`config.mk`:
```
export PLATFORM = sky130hd
export DESIGN_NAME = pu_accum_pipe
export DESIGN_NICKNAME = d
export VERILOG_FILES = /design/src/rtl/pu_accum_pipe.sv
export SDC_FILE = /design/constraint.sdc
export NUM_CORES = 1
export LEC_CHECK = 0
export ABC_AREA = 1
export ABC_CLOCK_PERIOD_IN_PS = 2600
export BUFFER_PORTS_ARGS = -buffer_cell sky130_fd_sc_hd__clkbuf_2
export CORE_MARGIN = 8
export CORE_UTILIZATION = 35
export DETAILED_ROUTE_END_ITERATION = 10
export GPL_TIMING_DRIVEN = 0
export SLEW_MARGIN = 20
export SYNTH_ARGS = -nofsm -noshare
export SYNTH_HDL_FRONTEND = slang
export SYNTH_SLANG_ARGS = --single-unit
```
`constraint.sdc`:
```
create_clock -name clk -period 2.6 [get_ports clk]
set_clock_uncertainty 0.1 [all_clocks]
set_input_delay 0 -clock clk [delete_from_list [all_inputs] [get_ports clk]]
set_output_delay 0 -clock clk [all_outputs]
set_load 0.1 [all_outputs]
```
`src/rtl/pu_accum_pipe.sv`:
```
// NCH-channel PU: per-channel conditioning, saturating adder tree, group accumulator.
// Optional macro PU_ROUND_EN rounds the approximated field instead of truncating it.
module pu_accum_pipe #(
    parameter int XLEN = 5,
    parameter int NCH  = 4,
    parameter int CNTW = 4
) (
    input  logic                clk,
    input  logic                rst,
    input  logic                in_valid,
    output logic                in_ready,
    input  logic [NCH*XLEN-1:0] data_in,
    input  logic [NCH-1:0]      pass_mask,
    input  logic [CNTW-1:0]     acc_len,
    output logic                out_valid,
    input  logic                out_ready,
    output logic [XLEN-1:0]     result,
    output logic                ovf
);

    function automatic logic [XLEN-1:0] approx(input logic [XLEN-1:0] x);
        logic [1:0] f;
        f = x[XLEN-2:XLEN-3];
`ifdef PU_ROUND_EN
        if (x[XLEN-4] && f != 2'b11) f = f + 2'b01;
`endif
        return {1'b1, {(XLEN-3){1'b0}}, f};
    endfunction

    logic                      en;
    logic                      out_valid_q, out_valid_d;
    logic [XLEN-1:0]           result_q, result_d;
    logic                      ovf_q, ovf_d;

    assign en        = !(out_valid_q && !out_ready);
    assign in_ready  = en && !rst;
    assign out_valid = out_valid_q;
    assign result    = result_q;
    assign ovf       = ovf_q;

    logic [NCH-1:0][XLEN-1:0] cond_d, s1_x_q;
    logic                     s1_v_q;

    always_comb begin
        cond_d = '0;
        for (int i = 0; i < NCH; i++) begin
            cond_d[i] = pass_mask[i] ? data_in[i*XLEN +: XLEN]
                                     : approx(data_in[i*XLEN +: XLEN]);
        end
    end

    always_ff @(posedge clk) begin
        if (rst) begin
            s1_v_q <= 1'b0;
            s1_x_q <= '0;
        end else if (en) begin
            s1_v_q <= in_valid;
            s1_x_q <= cond_d;
        end
    end

    // Heap-ordered tree: leaves at NCH-1.., node i sums nodes 2i+1 and 2i+2.
    logic [XLEN-1:0] tree_sum;
    logic            tree_ovf;

    always_comb begin : adder_tree
        logic [XLEN-1:0] nd [2*NCH-1];
        logic [XLEN:0]   s;
        nd       = '{default: '0};
        s        = '0;
        tree_ovf = 1'b0;
        for (int i = 0; i < NCH; i++) begin
            nd[NCH-1+i] = s1_x_q[i];
        end
        for (int i = NCH - 2; i >= 0; i--) begin
            s        = {1'b0, nd[2*i+1]} + {1'b0, nd[2*i+2]};
            nd[i]    = s[XLEN] ? {XLEN{1'b1}} : s[XLEN-1:0];
            tree_ovf = tree_ovf | s[XLEN];
        end
        tree_sum = nd[0];
    end

    logic            s2_v_q;
    logic [XLEN-1:0] s2_sum_q;
    logic            s2_ovf_q;

    always_ff @(posedge clk) begin
        if (rst) begin
            s2_v_q   <= 1'b0;
            s2_sum_q <= '0;
            s2_ovf_q <= 1'b0;
        end else if (en) begin
            s2_v_q   <= s1_v_q;
            s2_sum_q <= tree_sum;
            s2_ovf_q <= tree_ovf;
        end
    end

    logic [CNTW-1:0] cnt_q, cnt_d;
    logic [CNTW-1:0] len_q, len_d;
    logic [XLEN-1:0] acc_q, acc_d;
    logic            sticky_q, sticky_d;
    logic [CNTW-1:0] grp_len;
    logic [XLEN:0]   acc_sum;
    logic [XLEN-1:0] acc_sat;
    logic            beat_ovf;
    logic            last;

    always_comb begin
        cnt_d       = cnt_q;
        len_d       = len_q;
        acc_d       = acc_q;
        sticky_d    = sticky_q;
        result_d    = result_q;
        ovf_d       = ovf_q;
        out_valid_d = out_valid_q;
        grp_len     = '0;
        acc_sum     = '0;
        acc_sat     = '0;
        beat_ovf    = 1'b0;
        last        = 1'b0;
        if (en) begin
            out_valid_d = 1'b0;
            if (s2_v_q) begin
                if (cnt_q == '0) begin
                    grp_len = (acc_len == '0) ? CNTW'(1) : acc_len;
                end else begin
                    grp_len = len_q;
                end
                len_d    = grp_len;
                acc_sum  = {1'b0, acc_q} + {1'b0, s2_sum_q};
                acc_sat  = acc_sum[XLEN] ? {XLEN{1'b1}} : acc_sum[XLEN-1:0];
                beat_ovf = s2_ovf_q | acc_sum[XLEN];
                last     = ({1'b0, cnt_q} + (CNTW+1)'(1)) == {1'b0, grp_len};
                if (last) begin
                    result_d    = acc_sat;
                    ovf_d       = sticky_q | beat_ovf;
                    out_valid_d = 1'b1;
                    acc_d       = '0;
                    sticky_d    = 1'b0;
                    cnt_d       = '0;
                end else begin
                    acc_d    = acc_sat;
                    sticky_d = sticky_q | beat_ovf;
                    cnt_d    = cnt_q + CNTW'(1);
                end
            end
        end
    end

    always_ff @(posedge clk) begin
        if (rst) begin
            cnt_q       <= '0;
            len_q       <= '0;
            acc_q       <= '0;
            sticky_q    <= 1'b0;
            result_q    <= '0;
            ovf_q       <= 1'b0;
            out_valid_q <= 1'b0;
        end else begin
            cnt_q       <= cnt_d;
            len_q       <= len_d;
            acc_q       <= acc_d;
            sticky_q    <= sticky_d;
            result_q    <= result_d;
            ovf_q       <= ovf_d;
            out_valid_q <= out_valid_d;
        end
    end

endmodule

```
==> results of run 1 <==
## what timing repair did
item | 4_1_cts | 5_1_grt
pin swaps | 9 | 17
gates resized for setup | 11 | 33
endpoints found under the setup margin | 6 | 6
hold buffers | 42 | 0
buffers inserted | 7 | 6
endpoints found under the hold margin | 23 | 0
## worst register-to-register path, stage by stage, from the launching register on
cell and delay [ns]:
dfxtp_1 0.36, ha_4 0.28, inv_2 0.04, o21bai_1 0.18
nand2_1 0.09, nand2_2 0.08, a21oi_4 0.06, buf_4 0.15
nand2_1 0.05, ha_1 0.16, inv_1 0.06, fa_2 0.36
o21ai_2 0.17, xnor2_1 0.14, a31oi_1 0.10
## area by class of cell
| type | instances | area share |
|---|---|---|
| plain buffers | 14 | 0.0179 |
| clock buffers | 5 | 0.0162 |
| clock inverters | 3 | 0.0162 |
| inverters | 57 | 0.0503 |
| multi-input cells | 303 | 0.467 |
| flip-flops and latches | 49 | 0.233 |
| well taps | 108 | 0.0318 |
| repair buffers | 94 | 0.168 |
## state kept, by name, summed over array words and instances, names as in the netlist
| signal | flops |
|---|---|
| s2_ovf_q | 1 |
| s2_v_q | 1 |
| cnt_q | 4 |
| acc_q | 5 |
| result | 5 |
| ovf | 1 |
| out_valid | 1 |
| len_q | 4 |
| adder_tree.nd | 20 |
| s2_sum_q | 5 |
| sticky_q | 1 |
| s1_v_q | 1 |
## report_power, final
part	leakage, nW	switching, mW	total (mW)	internal [mW]
combinational	1.49	0.359	0.676	0.317
sequential	0.406	0.0437	0.852	0.808
clock	0.0687	0.286	0.674	0.388
total	1.97	0.689	2.20	1.51
## kinds of logic after synthesis
logic type | Yosys count | share of synthesized area
xor gates and xnor gates | 7 | 0.0200
buffers and inverters | 71 | 0.0949
AOI/OAI and AO/OA | 63 | 0.112
DFF | 49 | 0.321
muxes | 8 | 0.0262
and+or+nand+nor | 199 | 0.310
adders and majority gates | 26 | 0.116
## stage by stage
stage / power, mW / utilization / instance area (µm²) / setup WS, ns
floorplan: 1.24 / - / 3070 / 0.0844
detailed placement: 1.37 / 0.395 / 3400 / -0.292
global placement: 1.36 / 0.395 / 3400 / -0.232
finish: 2.20 / 0.495 / 4250 / 0.0986
global route: 2.33 / 0.495 / 4250 / -0.0560
CTS: 2.14 / 0.472 / 4050 / 0.00704
## cell usage in the layout (no fill, tap or decap), types with 3 or more instances in the layout
cell	netlist	routed
o21ai_2	0	3
nand3b_1	5	5
dlygate4sd3_1	0	42
nand3_1	56	53
a31oi_1	8	8
nor2_4	2	3
dfxtp_1	49	40
buf_4	1	14
xnor2_1	4	4
a21oi_2	0	3
clkbuf_2	0	39
clkbuf_1	10	10
fa_2	0	3
o211ai_1	3	3
ha_1	22	12
clkbuf_8	0	5
nor2_1	36	34
nand3_2	0	3
inv_1	56	54
o21ai_0	26	22
nand2_2	9	11
ha_4	0	9
mux2i_1	8	8
nand4_1	10	10
xor2_1	3	3
dfxtp_2	0	9
nand2_1	72	70
a21oi_1	23	18
## layer usage
layer,vias to the layer above,routed length [µm],track usage
li1,1607,-,-
met1,1425,3580,0.158
met2,56,4260,0.263
met3,7,340,0.0317
met4,0,63,0.0260
met5,-,0,0
## how the worst max path moves through the flow
| stage | startpoint | endpoint | slack, ns | cells past startpoint |
|---|---|---|---|---|
| 2_1_floorplan | adder_tree.nd[11] | s2_sum_q[1] | 0.08 | 16 |
| 3_3_place_gp | adder_tree.nd[11] | s2_sum_q[1] | -0.23 | 16 |
| 3_5_place_dp | adder_tree.nd[11] | s2_sum_q[1] | -0.29 | 16 |
| 4_1_cts | adder_tree.nd[12] | s2_sum_q[4] | 0.007 | 14 |
| 5_1_grt | adder_tree.nd[3] | s2_sum_q[1] | -0.06 | 17 |
| 6_report | adder_tree.nd[12] | s2_sum_q[4] | 0.1 | 14 |
==> reports/results.tsv, run 1 <==
metric	value	unit
commonest cells in the synthesized netlist	72 x nand2_1, 56 x inv_1, 56 x nand3_1, 49 x dfxtp_1, 36 x nor2_1	
achievable frequency	400	MHz
first-pass detailed-route iteration total	4	
layout cells sized above 1	0.229	
post-DR wirelength/cell	13.0	µm
worst path buffer plus inverter count	3	
number of max-cap violations	0	
library cell with the largest summed area after synthesis	dfxtp_1	
run status	finished clean	
main flop type after synthesis	dfxtp_1	
largest fanout on the critical path	4	
standard cell with the maximum stage delay on the critical path	dfxtp_1	
worst supply voltage drop on vdd	0.000315	V
global-route wire length before repair	13700	µm
via count of the first global-routing pass	3084	
chip height	109	µm
top-level port count	40	
number of endpoints failing setup at the final stage	0	
CTS tree	done	
share of the cycle needed by the critical path after routing	0.962	
number of nets with antenna violations after detailed routing	0	
via density per instance	4.89	
Async S/R FF share, synth	0	
Clock Latency Late Sink	0.32	ns
YS warnings	0	
Residual DRC	0	
post-synth design cell area	0.00306	mm²
area overhead of the layout relative to synthesis	39.1	%
CTS Buf Count	5	
most repeated cell in the gate-level netlist after synthesis	nand2_1	
FF-to-FF End	s2_sum_q[4]	
fraction of the yosys area taken by sequential cells	0.321	
synthesized netlist cell count	423	
sequential cell area	992	µm²
Die W	109	µm
clock-pin slew on the worst setup and hold paths	0.11	ns
Synth top area share	0.321	
count of nets after finishing	582	
number of enable flip-flop cells after synthesis	0	
half-perimeter wire length after placement	5760	µm
startpoint type of the worst setup path	register	
Hold Path Class	in2reg	
required time reported for the critical path endpoint	2.69	ns
routed vias	3095	
post-route minimum period	2.50	ns
TNS Setup	0	ns
family with the most delay on the worst path	adder cells	
area of the die	0.0120	mm²
standard-cell rows	34	
CP dominant cell by count	nand2_1	
actual slew at the worst max-slew pin	0.660	ns
syn avg cell area	7.23	µm²
cell chain of the critical path	ha_4 > inv_2 > o21bai_1 > nand2_1 > nand2_2 > a21oi_4 > buf_4 > nand2_1 > ha_1 > inv_1 > fa_2 > o21ai_2 > xnor2_1 > a31oi_1	
worst reg2reg setup slack	0.1	ns
Synth cell types	34	
detailed router's first-iteration violation count	101	
area taken by multi-input logic gates	0.00198	mm²
buffer depth of the longest clock path	2	
level count of the clock H-tree	2	
buffer type at the clock tree root	clkbuf_8	
total global routing overflow	0	
total leakage power	1.97	nW
power per standard cell area	518	mW/mm²
RePlAce Congestion	0.840	
area of the core	0.00859	mm²
HP Start	acc_len[3]	
antenna violations before repair	0	
arrival time reported for the critical path endpoint	2.59	ns
final count of pins violating max slew	0	
count of port buffers added during placement	39	
final hold slack	0.0309	ns
largest stage delay on the critical path	0.36	ns
starting density of the core	0.356	
sinks on the clock net	49	
Filler Cell Count	835	
Overall Global Routing Usage	0.140	
largest net degree at the start of global routing	17	
Hold Path End	len_q[3]	
number of cells traversed by the worst hold path	5	
leading post-synthesis cells by cell area	dfxtp_1 32%, nand3_1 9.2%, ha_1 9.0%, nand2_1 8.8%, inv_1 6.9%	
startpoint of the lowest-slack register-to-register path	adder_tree.nd[12]	
Net Count, Synth	481	
Hold Violations, Final	0	
total wirelength of the detailed-routed design	8250	µm
headroom to the max-slew limit	0.560	
worst reg2reg path depth	14	
kind of end point of the critical path	register	
cell count after placement	570	
number of synthesized register bits	49	
Final Non-Filler Cells	633	
start-to-end type of the worst setup path	reg2reg	
antenna fix cells	0	
(Power assumes the default switching activity.)
==> inputs of run 2 (changes only) <==
--- a/config.mk
+++ b/config.mk
@@ -5,7 +5,6 @@
 export SDC_FILE = /design/constraint.sdc
 export NUM_CORES = 1
 export LEC_CHECK = 0
-export ABC_AREA = 1
 export ABC_CLOCK_PERIOD_IN_PS = 2600
 export BUFFER_PORTS_ARGS = -buffer_cell sky130_fd_sc_hd__clkbuf_2
 export CORE_MARGIN = 8
==> reports/results.tsv, run 2 <==
metric	value	unit	change
main flop type after synthesis	dfxtp_1		
post-placement cell area	0.00319	mm²	-6.2%
kind of end point of the critical path	register		
Worst Slack Setup Final	-0.159	ns	-0.258 ns
Synth top area share	0.347		+0.0260
Filler Cell Count	754		-9.7%
total global routing overflow	0		unchanged
unrepaired setup endpoints after global routing	yes		
worst path buffer plus inverter count	3		unchanged
syn avg cell area	8.42	µm²	+16%
final hold slack	0.0192	ns	-0.0117 ns
Async S/R FF share, synth	0		unchanged
share of the cycle needed by the critical path after routing	1.06		+0.0992
start-to-end type of the worst setup path	reg2reg		
buffer depth of the longest clock path	2		unchanged
CTS Buf Count	5		unchanged
YS warnings	0		unchanged
via count of the first global-routing pass	2694		-13%
leading cell types in the layout, fill and taps excluded	43 x dfxtp_1, 38 x clkbuf_2, 33 x dlygate4sd3_1		
total leakage power	1.73	nW	-12%
achievable frequency	362	MHz	-9.3%
Net Count, Synth	394		-18%
family with the most delay on the worst path	compound AO/OA/AOI/OAI gates		
commonest cells in the synthesized netlist	49 x dfxtp_1, 36 x a21oi_1, 32 x nand2_1, 29 x nor2_1		
chip height	106	µm	-3.3%
number of enable flip-flop cells after synthesis	0		unchanged
standard-cell rows	32		-5.9%
largest net degree at the start of global routing	15		-2
CTS tree	done		
post-layout utilization of the core	0.501		+0.00606
number of endpoints failing setup at the final stage	6		+6
Hold Path Class	in2reg		
largest stage delay on the critical path	0.36	ns	about the same
post-route cell area	0.00389	mm²	-8.5%
global-route wire length before repair	12600	µm	-8.0%
violated checks	setup timing		
uppermost routed layer	met4		
run status	finished with violations		
met3 wire length	197	µm	-42%
RePlAce Congestion	0.810		-3.6%
power per standard cell area	482	mW/mm²	-6.9%
post-route minimum period	2.76	ns	+0.258 ns
number of synthesized register bits	49		unchanged
required time reported for the critical path endpoint	2.66	ns	-0.03 ns
antenna fix cells	0		unchanged
detailed router's first-iteration violation count	136		+35%
most common cell after layout, fill and taps aside	dfxtp_1		
Detail Route met2 WL	3680	µm	-14%
antenna violations before repair	0		unchanged
area overhead of the layout relative to synthesis	37.5	%	
level count of the clock H-tree	2		unchanged
routed vias	2649		-14%
Overall Global Routing Usage	0.135		-0.00505
M1 WL	3500	µm	-2.5%
final count of pins violating max slew	0		unchanged
via density per instance	4.94		+1.1%
Synth cell types	42		+24%
number of max-cap violations	0		unchanged
most repeated cell in the gate-level netlist after synthesis	dfxtp_1		
sinks on the clock net	49		unchanged
area of the core	0.00777	mm²	-9.6%
Residual DRC	0		unchanged
actual slew at the worst max-slew pin	0.695	ns	+0.0356 ns
leading post-synthesis cells by cell area	dfxtp_1 35%, ha_1 9.7%, a21oi_1 6.4%, mux2i_1 4.2%, nand2_1 4.2%		
clock-pin slew on the worst setup and hold paths	0.09	ns	-0.02 ns
Hold Violations, Final	0		unchanged
buffer type at the clock tree root	clkbuf_8		
cell count after placement	476		-16%
Clock Latency Late Sink	0.30	ns	-0.02 ns
fraction of the yosys area taken by sequential cells	0.347		+0.0260
standard cell with the maximum stage delay on the critical path	dfxtp_4		
Final Non-Filler Cells	536		-15%
count of nets after finishing	491		-16%
max reg flops	20		unchanged
CP dominant cell by count	a21oi_2		
overall power after layout	1.88	mW	-15%
starting density of the core	0.364		+0.00835
library cell with the largest summed area after synthesis	dfxtp_1		
number of nets with antenna violations after detailed routing	0		unchanged
Die W	106	µm	-3.3%
top-level port count	40		unchanged
total wirelength of the detailed-routed design	7460	µm	-9.6%
startpoint type of the worst setup path	register		
count of port buffers added during placement	38		-2.6%
worst supply voltage drop on vdd	0.000269	V	-14%
cell chain of the critical path	ha_4 > a21o_1 > a21oi_2 > o21bai_1 > a21oi_2 > buf_4 > nand2b_1 > ha_2 > inv_1 > fa_2 > inv_1 > a21o_1 > a21oi_2 > xor2_1 > a211oi_2		
layout cells sized above 1	0.251		+0.0226
largest fanout on the critical path	3		-1
area of the die	0.0112	mm²	-6.4%
post-DR wirelength/cell	13.9	µm	+6.7%
synthesized netlist cell count	336		-21%
half-perimeter wire length after placement	5190	µm	-9.8%
arrival time reported for the critical path endpoint	2.82	ns	+0.23 ns
first-pass detailed-route iteration total	4		unchanged
headroom to the max-slew limit	0.537		-0.0237
post-synth design cell area	0.00283	mm²	-7.5%
[run 2: worst register-to-register path: cells and delay by family, from the launching register on]
family	cells	cell delay, ns
adders and majority gates	3	0.61
buffers and inverters	3	0.26
xor gates and xnor gates	1	0.19
AOI/OAI and AO/OA	7	1.04
and+or+nand+nor	1	0.06
DFF	1	0.36
[run 2: layer usage]
layer | vias up | GRT usage
li1 | 1369 | -
met1 | 1232 | 0.175
met2 | 42 | 0.227
met3 | 6 | 0.0199
met4 | 0 | 0.0392
met5 | - | 0
[run 2: timing repair]
item	in CTS	in global routing
buffers inserted	13	7
endpoints found under the hold margin	25	0
hold buffers	33	0
pin swaps	15	26
endpoints found under the setup margin	18	22
gates resized for setup	9	27
[run 2: final timing paths]
path	startpoint	to	slack, ns	cells after the start
setup / recovery	adder_tree.nd[1]	s2_sum_q[4]	-0.16	15
hold / removal	pass_mask[2]	adder_tree.nd[9]	0.02	3
setup reg to reg	adder_tree.nd[1]	s2_sum_q[4]	-0.16	15
hold reg to reg	acc_q[3]	acc_q[3]	0.36	2
[run 2: cell type report]
class                           count  area (µm²)  area share
Buffer                             17        73.8      0.0190
Clock buffer                        7        76.3      0.0196
Clock inverter                      1        7.51     0.00193
Inverter                           22        85.1      0.0219
Multi-Input combinational cell    247        1860       0.478
Sequential cell                    49         991       0.255
Tap cell                          102         128      0.0328
Timing Repair Buffer               91         671       0.172
[run 2: cell families (layout without fill, tap and decap cells)]
logic type      count (synthesis)  after routing  synth area share
compound gates                 78             78             0.176
xor+xnor                       14             14            0.0433
fa+ha+maj                      26             26             0.126
mux                            12             12            0.0425
flops                          49             49             0.347
buf+inv                        40            138            0.0571
simple gates                  117            117             0.208
[run 2: metrics by stage]
stage          worst slack, ns  TNS [ns]
2_1_floorplan          -0.0785    -0.374
3_3_place_gp            -0.370     -2.52
3_5_place_dp            -0.450     -3.11
4_1_cts                 -0.218     -1.25
5_1_grt                 -0.342     -1.76
6_report                -0.159    -0.849
[run 2: report_power, final]
group          switching, mW  internal (mW)  leakage, nW
clock network          0.261          0.191       0.0385
registers             0.0354          0.804        0.405
logic                  0.296          0.288         1.29
